**src/rtl/matrix_loader.sv**
```systemverilog
// Serial-to-parallel matrix assembler: collects MATRIX_SIZE^2 row-major elements
// into a flat bus, holds the frame until downstream accepts, flags bad framing.
module matrix_loader #(
  parameter int MATRIX_SIZE = 4,
  parameter int DATA_WIDTH  = 8
) (
  input  logic                                           clk,
  input  logic                                           rst,
  input  logic [DATA_WIDTH-1:0]                          in_data,
  input  logic                                           in_valid,
  input  logic                                           in_last,
  output logic                                           in_ready,
  output logic [MATRIX_SIZE*MATRIX_SIZE*DATA_WIDTH-1:0]  mat_out,
  output logic                                           mat_valid,
  input  logic                                           mat_ready,
  output logic                                           frame_err,
  output logic [$clog2(MATRIX_SIZE*MATRIX_SIZE+1)-1:0]   elem_count
);

  localparam int N  = MATRIX_SIZE * MATRIX_SIZE;
  localparam int CW = $clog2(N + 1);

  typedef enum logic {S_LOAD, S_FULL} state_t;

  state_t                state_q;
  logic [CW-1:0]         cnt_q;
  logic                  err_q;
  logic [DATA_WIDTH-1:0] elem_q [N];

  logic accept;
  logic at_end;

  assign accept = in_valid && (state_q == S_LOAD);
  assign at_end = (cnt_q == CW'(N - 1));

  always_ff @(posedge clk or posedge rst) begin
    if (rst) begin
      state_q <= S_LOAD;
      cnt_q   <= '0;
      err_q   <= 1'b0;
    end else begin
      err_q <= 1'b0;
      case (state_q)
        S_LOAD: begin
          if (accept) begin
            if (at_end && in_last) begin
              state_q <= S_FULL;
              cnt_q   <= CW'(N);
            end else if (at_end || in_last) begin
              // Early or missing last: drop the partial frame and restart.
              err_q <= 1'b1;
              cnt_q <= '0;
            end else begin
              cnt_q <= cnt_q + 1'b1;
            end
          end
        end
        S_FULL: begin
          if (mat_ready) begin
            state_q <= S_LOAD;
            cnt_q   <= '0;
          end
        end
        default: state_q <= S_LOAD;
      endcase
    end
  end

  // One storage slot per element; slot k is written by the k-th beat of a frame.
  for (genvar gi = 0; gi < N; gi++) begin : g_slot
    always_ff @(posedge clk or posedge rst) begin
      if (rst) begin
        elem_q[gi] <= '0;
      end else if (accept && (cnt_q == CW'(gi))) begin
        elem_q[gi] <= in_data;
      end
    end
    assign mat_out[gi*DATA_WIDTH +: DATA_WIDTH] = elem_q[gi];
  end

  assign in_ready   = (state_q == S_LOAD);
  assign mat_valid  = (state_q == S_FULL);
  assign frame_err  = err_q;
  assign elem_count = cnt_q;

endmodule
```
**config.mk**
```make
export PLATFORM = sky130hd
export DESIGN_NAME = matrix_loader
export DESIGN_NICKNAME = d
export VERILOG_FILES = /design/src/rtl/matrix_loader.sv
export SDC_FILE = /design/constraint.sdc
export NUM_CORES = 1
export LEC_CHECK = 0
export ABC_AREA = 1
export BUFFER_PORTS_ARGS = -buffer_cell sky130_fd_sc_hd__buf_2
export CORE_UTILIZATION = 57
export CTS_CLUSTER_DIAMETER = 150
export DETAILED_ROUTE_END_ITERATION = 8
export HOLD_SLACK_MARGIN = 0.05
export PLACE_DENSITY = 0.85
export SLEW_MARGIN = 40
export SYNTH_ARGS = -nofsm -noshare
export SYNTH_HDL_FRONTEND = slang
export SYNTH_SLANG_ARGS = --single-unit
export TNS_END_PERCENT = 5
```
**constraint.sdc**
```tcl
create_clock -name clk -period 6.3 [get_ports clk]
set_clock_uncertainty 0.15 [all_clocks]
set_input_delay 0.315 -clock clk [delete_from_list [all_inputs] [get_ports clk]]
set_output_delay 0.315 -clock clk [all_outputs]
set_load 0.01 [all_outputs]
```
Yosys cells after proc, flatten, opt, wreduce, memory -nomap -nowiden
Cells that the tools add are included.

cells by class
  equality and inequality tests = 17
  mux-type cells = 13
  bitwise operators = 1
  $add $sub $neg = 1
  reductions and logical operators = 21

operator list
  kind                                                                     number
  5-bit by 4-bit equality test with 1-bit output, second input constant    8
  5-bit by 3-bit equality test with 1-bit output, second input constant    4
  5-bit 2-to-1 mux                                                         4
  1-bit logical AND                                                        18
  5-bit by 2-bit equality test with 1-bit output, second input constant    2
  5-bit one-hot mux with 2 select lines                                    1
  1-bit 2-to-1 mux                                                         7
  5-bit by 1-bit adder with 5-bit output, second input constant            1
  5-bit by 1-bit equality test with 1-bit output, second input constant    1
  5-bit zero test                                                          1
  2-bit by 1-bit inequality test with 1-bit output, second input constant  1
  2-bit inequality test, second input constant                             1
  1-bit one-hot mux with 2 select lines                                    1
  2-bit AND reduction                                                      1
  1-bit logical OR                                                         1
  1-bit NOT                                                                1

word-level totals
  logic and storage cells = 72
  output and inout bits = 136
  input bits = 13
  register bits after elaboration = 135

Longest topological paths before layout
  word-level depth = 6
  depth in mapped cells = 11
  mapped depth without buffers = 10

Worst setup path after synthesis
No wires, ideal clock.

  path type = register to register
  from = register cnt_q[1] (netlist: elem_count[1])
  to = register cnt_q[2] (netlist: elem_count[2])
  required time = 6022 ps
  path slack = 4293 ps
  buffers on the path = 1
  arrival = 1729 ps
  stages on the path, launching flop included = 12
  setup time = 128 ps
  clock period less this slack = 2007 ps
  path through = dfrtp_1 ha_1 inv_1 nor2_1 ha_1 clkbuf_1 inv_1 ha_1 nand2_1 nor2_1 nand3_1 o21ai_0

between the ends
  cells in the longest elaborated chain, start to end = 6
  elaborated cells on any way between the ends = 8
  classes of those cells = add/sub: 1; eq/ne: 1; mux: 4; reduce/logical: 2

RTL lines
  item                                                                            RTL line  RTL
  from (decl)                                                                     26        logic [CW-1:0] cnt_q;
  from (signal assigned)                                                          48        cnt_q <= CW'(N);
  from (signal assigned)                                                          54        cnt_q <= cnt_q + 1'b1;
  branches (longest 3 deep; another with 5-bit by 1-bit adder with 5-bit output)  --
  5-bit 2-to-1 mux *                                                              46        if (at_end && in_last) begin
  5-bit 2-to-1 mux *                                                              45        if (accept) begin
  5-bit one-hot mux with 2 select lines *                                         43        case (state_q)

Mark *: on every way between the ends. The select of a mux whose other input is x is not followed.
A chain may end at the register's enable or synchronous reset.

Final worst setup path
  from = register cnt_q[0] (netlist: elem_count[0])
  to = register elem_q, in the netlist mat_out[101]

between the ends
  cells in the longest elaborated chain, start to end = 2

RTL lines
  item                                            RTL line  RTL
  5-bit by 4-bit equality test with 1-bit output  74        end else if (accept && (cnt_q == CW'(gi))) begin
  1-bit logical AND                               74
  to (signal, indexed assignment)                 75        elem_q[gi] <= in_data;
  to (decl)                                       28        logic [DATA_WIDTH-1:0] elem_q [N];

No other way between the ends.

==> flow_metrics.py <==
metrics = {
    "clock_tree": {
        "numCtsBuffers": 17,
        "htreeDepth": 4,
        "cts_sinks": 135,
        "clockBufferDepth": 2,
        "clk_latency_ns": 0.52,
        "clk_pin_slew_worst_paths_ns": 0.06,
        "cts_root_buffer": "clkbuf_8",
        "cts_tree": "built",
    },
    "logic_synthesis": {
        "synth_seq_cells": 135,
        "syn_area_sq_um": 5627,
        "yosysWarnings": 0,
        "synth_fp_nets": 657,
        "syn_inst": 637,
        "synth_seq_area_share_pct": 60.04,
        "syn_area_per_cell_sq_um": 8.833,
        "synth.distinct_cells": 18,
    },
    "sta": {
        "hold_viol": 0,
        "slew_violations": 0,
        "worst_slew_pin_slew_ns": 0.8038,
        "period_share_pct": 39.11,
        "slew_headroom_pct": 46.29,
        "rsz0062_at_grt": "false",
        "setup_tns_ns": 0,
        "clock.fmax_mhz": 405.9,
        "setup_viol": 0,
        "setup_slack_ns": 3.836,
        "fin_crit_ns": 2.464,
    },
    "final_layout": {
        "num-nets-final": 786,
        "mostFrequentLayoutCell": "nand2_1",
        "diodes": 0,
        "layout_common_cells": "nand2_1 (283), buf_2 (148), nand3_1 (137), dfrtp_1 (135), clkbuf_16 (16)",
        "area_delta_synth_final_pct": 23.15,
        "final_core_util_pct": 73.59,
        "drive_gt1_share_pct": 24.65,
        "fillers": 709,
    },
    "die": {
        "die_w_um": 101.4,
        "initial_core_util_pct": 59.76,
        "die_h_um": 101.4,
        "core_area_sq_um": 9415,
        "num_rows": 35,
        "num_io_pins": 149,
        "die-area_sq_um": 10270,
    },
    "setup_path": {
        "worst_setup_path_end_kind": "register",
        "worst-path-max-fanout": 36,
        "crit_type": "reg -> reg",
        "start_kind": "register",
        "worstPathArrival_ns": 2.71,
        "crit_required_ns": 6.55,
    },
    "route": {
        "wl_per_cell_um": 16.78,
        "drt_pass1_iterations": 5,
        "wl_um": 15230,
        "dr_total_vias": 5003,
        "drcViolationCount": 0,
        "drt_iter0_markers": 317,
        "postRouteAntennaNets": 0,
        "via_per_inst": 5.510,
    },
    "hold_path": {
        "hp-class": "in -> reg",
    },
    "placement": {
        "gp_congestion": 0.8809,
        "hpwl_um": 9365,
        "dp_slack_ns": 3.979,
        "numPortBuffers": 148,
    },
    "grt": {
        "first_global_vias": 4661,
        "antenna_found_initial": 0,
        "grt_max_degree": 71,
        "grt_pass1_wl_um": 23940,
        "grt_use_total_pct": 31.45,
        "grt_overflow": 0,
    },
    "power": {
        "ir_worst_vdd_mv": 0.1938,
        "p_per_area_nw_per_um2": 386.2,
        "p_leak_nw": 4.091,
    },
    "status": {
        "status": "finished clean",
    },
    "flow_run": {
        "max_cap_viol_count": 0,
    },
}
power breakdown:
group | leakage (nW) | switching [mW] | internal, mW
Clock | 0.270 | 0.387 | 0.587
Combinational | 2.01 | 0.348 | 0.201
Sequential | 1.81 | 0.108 | 1.05
sequential cells by signal, summed over array words and instances (netlist names):
register and flops:
elem_count 5, frame_err 1, mat_out 128, mat_valid 1
per-stage QoR:
step	hold WS (ns)	instances	power (mW)	instance area, sq um
after floorplan	0.2757	637	1.451	5627
after global placement	0.2987	874	1.680	6316
after detailed placement	0.3026	874	1.709	6320
after CTS	0.05507	908	2.682	6927
after global routing	0.09109	908	2.811	6929
final	0.06789	908	2.676	6929
cells in the mapped netlist:
master | n | area (sq um)
inv_2 | 2 | 7.510
nor2_1 | 4 | 15.01
o22ai_1 | 1 | 6.260
nor2_4 | 6 | 67.56
buf_4 | 9 | 67.56
nor2_2 | 1 | 6.260
buf_2 | 12 | 60.06
buf_6 | 3 | 33.78
nand4_1 | 1 | 6.260
nand2_1 | 283 | 1062
o21ai_0 | 5 | 25.02
nand3_1 | 137 | 685.7
dfrtp_1 | 135 | 3378
clkbuf_2 | 1 | 5.000
clkbuf_1 | 17 | 63.81
inv_1 | 12 | 45.04
ha_1 | 7 | 87.58
clkinv_1 | 1 | 3.750
path summary, 6_finish.rpt:
kind	from	endpoint	slack, ns	cells past startpoint
setup reg to reg	elem_count[0]	mat_out[101]	3.84	7
setup / recovery	elem_count[0]	mat_out[101]	3.84	7
hold / removal	in_valid	frame_err	0.07	3
hold reg to reg	mat_out[113]	mat_out[113]	0.32	2
max in group asynchronous	rst	mat_out[19]	4.69	4
min in group asynchronous	rst	mat_out[122]	0.26	3
critical path, cell delays in order, from the launching register on:
cell,delay (ns)
dfrtp_1,0.43
inv_1,0.15
ha_1,0.18
nand3_1,0.12
nor2_4,0.63
nand2_1,0.39
nand2_1,0.18
nand2_1,0.09
kinds of logic after synthesis:
family	Yosys count	synth area share [%]
AOI/OAI and AO/OA	6	0.5559
adders and majority gates	7	1.557
buffers and inverters	57	5.092
DFF	135	60.04
and+or+nand+nor	432	32.76
final cells by class:
type,instances,area (sq um),area share (%)
well taps,129,161.4,2.329
multi-input cells,445,1962,28.31
clock inverters,13,145.1,2.095
clock buffers,19,441.7,6.374
inverters,15,61.31,0.8848
repair buffers,152,779.5,11.25
flip-flops and latches,135,3378,48.75
metal layers:
| metal | vias up | track usage, % | routed length, um |
|---|---|---|---|
| li1 | 2296 | - | - |
| met2 | 250 | 49.66 | 7429 |
| met3 | 35 | 8.144 | 1316 |
| met5 | - | 0 | 0 |
| met4 | 0 | 12.82 | 315 |
| met1 | 2422 | 41.88 | 6173 |
timing repair:
| action | 4_1_cts | 5_1_grt |
|---|---|---|
| gates resized for setup | 0 | 0 |
| buffers inserted | 0 | 0 |
| hold buffers | 2 | 0 |
| endpoints found under the hold margin | 67 | 0 |
(Power assumes the default switching activity.)
